### src/rtl/tluh_pkg.sv
// tluh_pkg: TL-UH data width, LogicalData opcodes and atomic sequencer state encoding.
package tluh_pkg;
    localparam int TL_DW = 32;
    localparam logic [2:0] LOGIC_XOR  = 3'd0;
    localparam logic [2:0] LOGIC_OR   = 3'd1;
    localparam logic [2:0] LOGIC_AND  = 3'd2;
    localparam logic [2:0] LOGIC_SWAP = 3'd3;
    typedef enum logic [2:0] {IDLE, RD_REQ, RD_WAIT, WR_REQ, WR_WAIT, RESP} atomic_state_e;
    function automatic logic op_defined(input logic [2:0] op);
        return op <= LOGIC_SWAP;
    endfunction
endpackage

### src/rtl/logical_unit.sv
// logical_unit: bitwise TL-UH LogicalData operation; SWAP yields op2, undefined opcodes yield 0.
module logical_unit
    import tluh_pkg::*;
(
    input  logic             enable_i,
    input  logic [TL_DW-1:0] op1_i,
    input  logic [TL_DW-1:0] op2_i,
    input  logic [2:0]       operation_i,
    output logic [TL_DW-1:0] result_o,
    output logic             cout_o
);
    always_comb begin
        result_o = !enable_i                     ? '0 :
                   operation_i == LOGIC_XOR  ? op1_i ^ op2_i :
                   operation_i == LOGIC_OR   ? op1_i | op2_i :
                   operation_i == LOGIC_AND  ? op1_i & op2_i :
                   operation_i == LOGIC_SWAP ? op2_i : '0;
        cout_o = 1'b0;
    end
endmodule

### src/rtl/tluh_lu_atomic_ctrl.sv
// tluh_lu_atomic_ctrl: locked read-modify-write sequencer for TL-UH logical atomics.
// Defining TLUH_ATOMIC_TIMEOUT_EN bounds each memory wait to TIMEOUT_CYCLES.
module tluh_lu_atomic_ctrl
    import tluh_pkg::*;
#(
    parameter int AW             = 32,
    parameter int SRCW           = 8,
    parameter int TIMEOUT_CYCLES = 255
) (
    input  logic               clk_i,
    input  logic               rst_i,
    input  logic               req_valid_i,
    output logic               req_ready_o,
    input  logic [AW-1:0]      req_addr_i,
    input  logic [TL_DW-1:0]   req_data_i,
    input  logic [TL_DW/8-1:0] req_mask_i,
    input  logic [2:0]         req_op_i,
    input  logic [SRCW-1:0]    req_source_i,
    output logic               rsp_valid_o,
    input  logic               rsp_ready_i,
    output logic [TL_DW-1:0]   rsp_data_o,
    output logic [SRCW-1:0]    rsp_source_o,
    output logic               rsp_error_o,
    output logic               mem_req_o,
    output logic               mem_we_o,
    output logic [AW-1:0]      mem_addr_o,
    output logic [TL_DW-1:0]   mem_wdata_o,
    output logic [TL_DW/8-1:0] mem_wmask_o,
    input  logic               mem_gnt_i,
    input  logic               mem_rvalid_i,
    input  logic [TL_DW-1:0]   mem_rdata_i,
    input  logic               mem_err_i,
    output logic               lock_o
);
    atomic_state_e      state;
    logic [TL_DW-1:0]   data, old, lu_result, merged;
    logic [TL_DW/8-1:0] mask;
    logic [2:0]         op;
    logic               timeout;

    logical_unit u_lu (
        .enable_i   (1'b1),
        .op1_i      (old),
        .op2_i      (data),
        .operation_i(op),
        .result_o   (lu_result),
        .cout_o     ()
    );

    always_comb begin
        merged = old;
        for (int i = 0; i < TL_DW / 8; i++)
            merged[i*8 +: 8] = mask[i] ? lu_result[i*8 +: 8] : old[i*8 +: 8];
    end

    assign mem_wdata_o = mem_we_o ? merged : '0;
    assign mem_wmask_o = mem_we_o ? mask : '0;

`ifdef TLUH_ATOMIC_TIMEOUT_EN
    localparam int CW = $clog2(TIMEOUT_CYCLES + 1);
    logic [CW-1:0] wait_cnt;
    logic          waiting;
    assign waiting = (state == RD_WAIT || state == WR_WAIT) && !mem_rvalid_i;
    assign timeout = waiting && wait_cnt == CW'(TIMEOUT_CYCLES - 1);
    always_ff @(posedge clk_i or posedge rst_i) begin
        if (rst_i) wait_cnt <= '0;
        else       wait_cnt <= waiting ? wait_cnt + 1'b1 : '0;
    end
`else
    assign timeout = 1'b0;
`endif

    always_ff @(posedge clk_i or posedge rst_i) begin
        if (rst_i) begin
            state        <= IDLE;
            req_ready_o  <= 1'b1;
            rsp_valid_o  <= 1'b0;
            rsp_data_o   <= '0;
            rsp_source_o <= '0;
            rsp_error_o  <= 1'b0;
            mem_req_o    <= 1'b0;
            mem_we_o     <= 1'b0;
            mem_addr_o   <= '0;
            lock_o       <= 1'b0;
            data         <= '0;
            old          <= '0;
            mask         <= '0;
            op           <= '0;
        end else begin
            case (state)
                IDLE: if (req_valid_i) begin
                    mem_addr_o   <= req_addr_i;
                    data         <= req_data_i;
                    mask         <= req_mask_i;
                    op           <= req_op_i;
                    rsp_source_o <= req_source_i;
                    rsp_error_o  <= 1'b0;
                    rsp_data_o   <= '0;
                    req_ready_o  <= 1'b0;
                    lock_o       <= 1'b1;
                    mem_req_o    <= 1'b1;
                    mem_we_o     <= 1'b0;
                    state        <= RD_REQ;
                end
                RD_REQ: if (mem_gnt_i) begin
                    mem_req_o <= 1'b0;
                    state     <= RD_WAIT;
                end
                // A failed read or an unknown opcode aborts before any write is issued
                RD_WAIT: if (timeout || (mem_rvalid_i && (mem_err_i || !op_defined(op)))) begin
                    rsp_error_o <= 1'b1;
                    rsp_data_o  <= '0;
                    rsp_valid_o <= 1'b1;
                    lock_o      <= 1'b0;
                    state       <= RESP;
                end else if (mem_rvalid_i) begin
                    old        <= mem_rdata_i;
                    rsp_data_o <= mem_rdata_i;
                    mem_req_o  <= 1'b1;
                    mem_we_o   <= 1'b1;
                    state      <= WR_REQ;
                end
                WR_REQ: if (mem_gnt_i) begin
                    mem_req_o <= 1'b0;
                    mem_we_o  <= 1'b0;
                    state     <= WR_WAIT;
                end
                WR_WAIT: if (mem_rvalid_i || timeout) begin
                    rsp_error_o <= rsp_error_o | timeout | (mem_rvalid_i & mem_err_i);
                    if (timeout) rsp_data_o <= '0;
                    rsp_valid_o <= 1'b1;
                    lock_o      <= 1'b0;
                    state       <= RESP;
                end
                RESP: if (rsp_ready_i) begin
                    rsp_valid_o <= 1'b0;
                    req_ready_o <= 1'b1;
                    state       <= IDLE;
                end
                default: state <= IDLE;
            endcase
        end
    end
endmodule

### config.mk
export PLATFORM = sky130hd
export DESIGN_NAME = tluh_lu_atomic_ctrl
export DESIGN_NICKNAME = d
export VERILOG_FILES = /design/src/rtl/tluh_pkg.sv /design/src/rtl/logical_unit.sv /design/src/rtl/tluh_lu_atomic_ctrl.sv
export SDC_FILE = /design/constraint.sdc
export NUM_CORES = 1
export LEC_CHECK = 0
export ABC_AREA = 1
export BUFFER_PORTS_ARGS = -buffer_cell sky130_fd_sc_hd__buf_2
export CORE_MARGIN = 8
export CORE_UTILIZATION = 50
export CTS_BUF_LIST = sky130_fd_sc_hd__clkbuf_16
export CTS_CLUSTER_DIAMETER = 80
export DETAILED_ROUTE_END_ITERATION = 8
export PLACE_DENSITY = 0.82
export SETUP_SLACK_MARGIN = 0.1
export SYNTH_ARGS = -nofsm -noshare
export SYNTH_HDL_FRONTEND = slang
export SYNTH_SLANG_ARGS = --single-unit
### constraint.sdc
create_clock -name clk_i -period 10.6 [get_ports clk_i]
set_input_delay 3.18 -clock clk_i [delete_from_list [all_inputs] [get_ports clk_i]]
set_output_delay 3.18 -clock clk_i [all_outputs]
set_load 0.02 [all_outputs]
==> impl_metrics.py <==
metrics = {
    "drt": {
        "drt-initial-drc-count": 435,
        "wl_per_cell_um": 15.1,
        "vias_per_cell": 5.03,
        "dr.pass1.iters": 5,
        "wirelength_um": 23200,
        "detail-route-antenna-nets": 0,
        "drc_errors": 0,
        "num_vias": 7728,
    },
    "cts": {
        "cts_tree": "yes",
        "cts-resized-gates": 0,
        "cts-hold-fix-buffers": 0,
        "cts_max_level": 4,
        "cts.path.max_buffers": 2,
        "root_buffer": "clkbuf_16",
        "clkTransAtPathRegs_ps": 70,
        "cts.sinks": 152,
        "clk_latency_ps": 410,
        "postCtsSetupBuffers": 0,
        "cts_buffers": 17,
    },
    "worst_setup_path": {
        "end_kind": "output port",
        "worstPathBufferInverterCount": 2,
        "slowest_delay_ps": 970,
        "cpMostUsedCell": "nor2_1",
        "crit_chain": "inv_1 -> nand3_1 -> o21ai_0 -> nor2_1 -> nor2_1 -> buf_2",
        "cp-start-kind": "register",
        "critPathKind": "reg2out",
        "worstPathMaxFanout": 55,
        "crit_required_ps": 7420,
        "r2r_setup_slack_ps": 8320,
        "worstPathArrival_ps": 3600,
        "crit_slowest_cell": "nand3_1",
        "critical-path-top-delay-family": "simple AND/OR/NAND/NOR gates",
    },
    "sta": {
        "fin_skew_ps": 10.6,
        "worst_pin_slew_ps": 1230,
        "setup_tns_ps": 0,
        "grt_setup_unrepaired": "no",
        "setup_violations": 0,
        "fmax_mhz": 148,
        "finalHoldViolations": 0,
        "post-route-period-util_pct": 63.9,
        "maxSlewHeadroom_pct": 17.9,
        "slew_viol_final": 0,
        "finalCriticalPeriod_ps": 6780,
    },
    "die": {
        "start_util_pct": 50.5,
        "dieArea_sq_um": 21700,
        "rows": 48,
        "die_h_um": 147,
        "num_io_pins": 232,
        "die_x_um": 147,
        "design.core.area_sq_um": 17100,
    },
    "place": {
        "finalWeightedCongestion": 0.865,
        "io_buffer_count": 231,
        "dp.final_hpwl_um": 16700,
    },
    "hold_path": {
        "hold_class": "reg2reg",
    },
    "yosys": {
        "synth_simple_gate_area_share_pct": 20.3,
        "synth_mux_area_share_pct": 0,
        "ys_ff_latch": 152,
        "synth_area_sq_um": 8640,
        "netlist_instances": 1100,
        "ys_seq_area_share_pct": 44.0,
        "yosys.area_share.xor_xnor_pct": 0,
        "synth_fa_ha_area_share_pct": 9.27,
        "synth_top_family_by_area": "simple AND/OR/NAND/NOR gates",
        "synth-compound-area-share_pct": 14.9,
        "yosys_warnings": 0,
        "synth_cell_types": 27,
        "synth_nets": 1282,
        "syn_area_per_cell_sq_um": 7.85,
    },
    "power": {
        "power.total_w": 0.00298,
        "p_leak_nw": 5.82,
        "ir_worst_vdd_mv": 0.175,
        "power_density_nw_per_um2": 286,
    },
    "finish": {
        "syn2layout_area_growth_pct": 20.3,
        "nFillCells": 1478,
        "final_cell_mix": "nand2_1, buf_2, inv_1",
        "fin_util_pct": 60.7,
        "nNetsFinal": 1480,
        "mostFrequentLayoutCell": "nand2_1",
        "diodes": 0,
        "drive_above_1_share_pct": 24.3,
    },
    "global_routing": {
        "grt_pass1_vias": 7945,
        "antenna_found_initial": 2,
        "grt_usage_pct": 21.6,
        "grt_max_degree": 80,
        "grt_pass1_wl_um": 38600,
        "grt_overflow": 0,
    },
    "flow_run": {
        "cap_violations": 0,
    },
    "outcome": {
        "outcome": "complete, no violations",
    },
}
==> flip-flops by register name, summed over array words and instances, names as in the netlist, 3 cells and up <==
signal	cells
data	32
mask	4
mem_addr_o	32
old	32
op	3
rsp_data_o	32
rsp_source_o	8
state	3
==> worst paths after layout <==
check / startpoint / end / depth (start not counted)
worst min register to register: rsp_valid_o$_DFFE_PP0P_ / rsp_valid_o$_DFFE_PP0P_ / 2
worst max-delay path: op[0]$_DFFE_PP0P_ / mem_wdata_o[31] / 6
max in group asynchronous: rst_i / op[0]$_DFFE_PP0P_ / 3
min in group asynchronous: rst_i / rsp_source_o[6]$_DFFE_PP0P_ / 2
worst max register to register: state[0]$_DFFE_PP0P_ / data[12]$_DFFE_PP0P_ / 5
worst min-delay path: rsp_valid_o$_DFFE_PP0P_ / rsp_valid_o$_DFFE_PP0P_ / 2
==> metal layers <==
layer  track usage [%]  vias up  wire length (um)
li1                  -     3801                 -
met1              26.9     3589              9970
met2              34.4      292             10700
met3              7.31       42              2040
met4              7.70        4               436
met5                 0        -                22
==> cells by family (layout without fill, tap and decap cells) <==
kind of cell | Yosys count | in the layout
AO/OA/AOI/OAI | 207 | 207
adder cells (fa/ha/maj) | 64 | 64
buffers and inverters | 236 | 447
flip-flops | 152 | 152
AND/OR/NAND/NOR | 441 | 441
==> cell usage after synthesis <==
library cell,instances,area (sq um)
o211ai_1,11,82.6
dfstp_2,1,26.3
nor2_4,1,11.3
buf_4,13,97.6
o21ai_2,1,8.76
o22ai_2,28,350
a21oi_2,1,8.76
nor2_1,92,345
nand3_1,13,65.1
buf_2,14,70.1
clkinv_2,1,5.00
nand2_1,318,1190
inv_2,2,7.51
nand2_2,1,6.26
dfrtp_1,151,3780
o21ai_1,7,35.0
nand3_2,4,40.0
nor2_8,1,20.0
o21ai_0,152,761
inv_1,176,661
ha_1,64,801
clkbuf_1,24,90.1
o22ai_1,3,18.8
buf_6,6,67.6
or2_1,2,12.5
or2_2,9,56.3
a21oi_1,4,20.0
==> power breakdown <==
group          internal [W]  switching [W]
registers          0.000825       0.000262
clock network      0.000348       0.000249
logic              0.000453       0.000838
total               0.00163        0.00135
==> per-stage QoR <==
stage | area [sq um] | worst slack [ps] | hold slack (ps) | cells
3_3_place_gp | 9810 | 4470 | 454 | 1504
2_1_floorplan | 8640 | 3330 | 493 | 1100
6_report | 10400 | 3820 | 476 | 1536
3_5_place_dp | 9810 | 4310 | 460 | 1504
5_1_grt | 10400 | 3470 | 506 | 1536
4_1_cts | 10400 | 3850 | 482 | 1536
==> layout make-up <==
| cell class | instances | area [sq um] | area share [%] |
|---|---|---|---|
| clock buffer | 17 | 425 | 4.09 |
| clock inverter | 15 | 154 | 1.48 |
| inverter | 179 | 679 | 6.54 |
| multi-input combinational | 712 | 3850 | 37.1 |
| sequential | 152 | 3810 | 36.6 |
| tap | 225 | 282 | 2.71 |
| timing repair buffer | 236 | 1190 | 11.5 |
==> worst register-to-register path, stage by stage, from the launching register on <==
cell	delay, ps
dfrtp_1	520
nor2_8	210
nand3_2	100
clkinv_2	380
buf_4	670
o21ai_0	240
(Power assumes the default switching activity.)
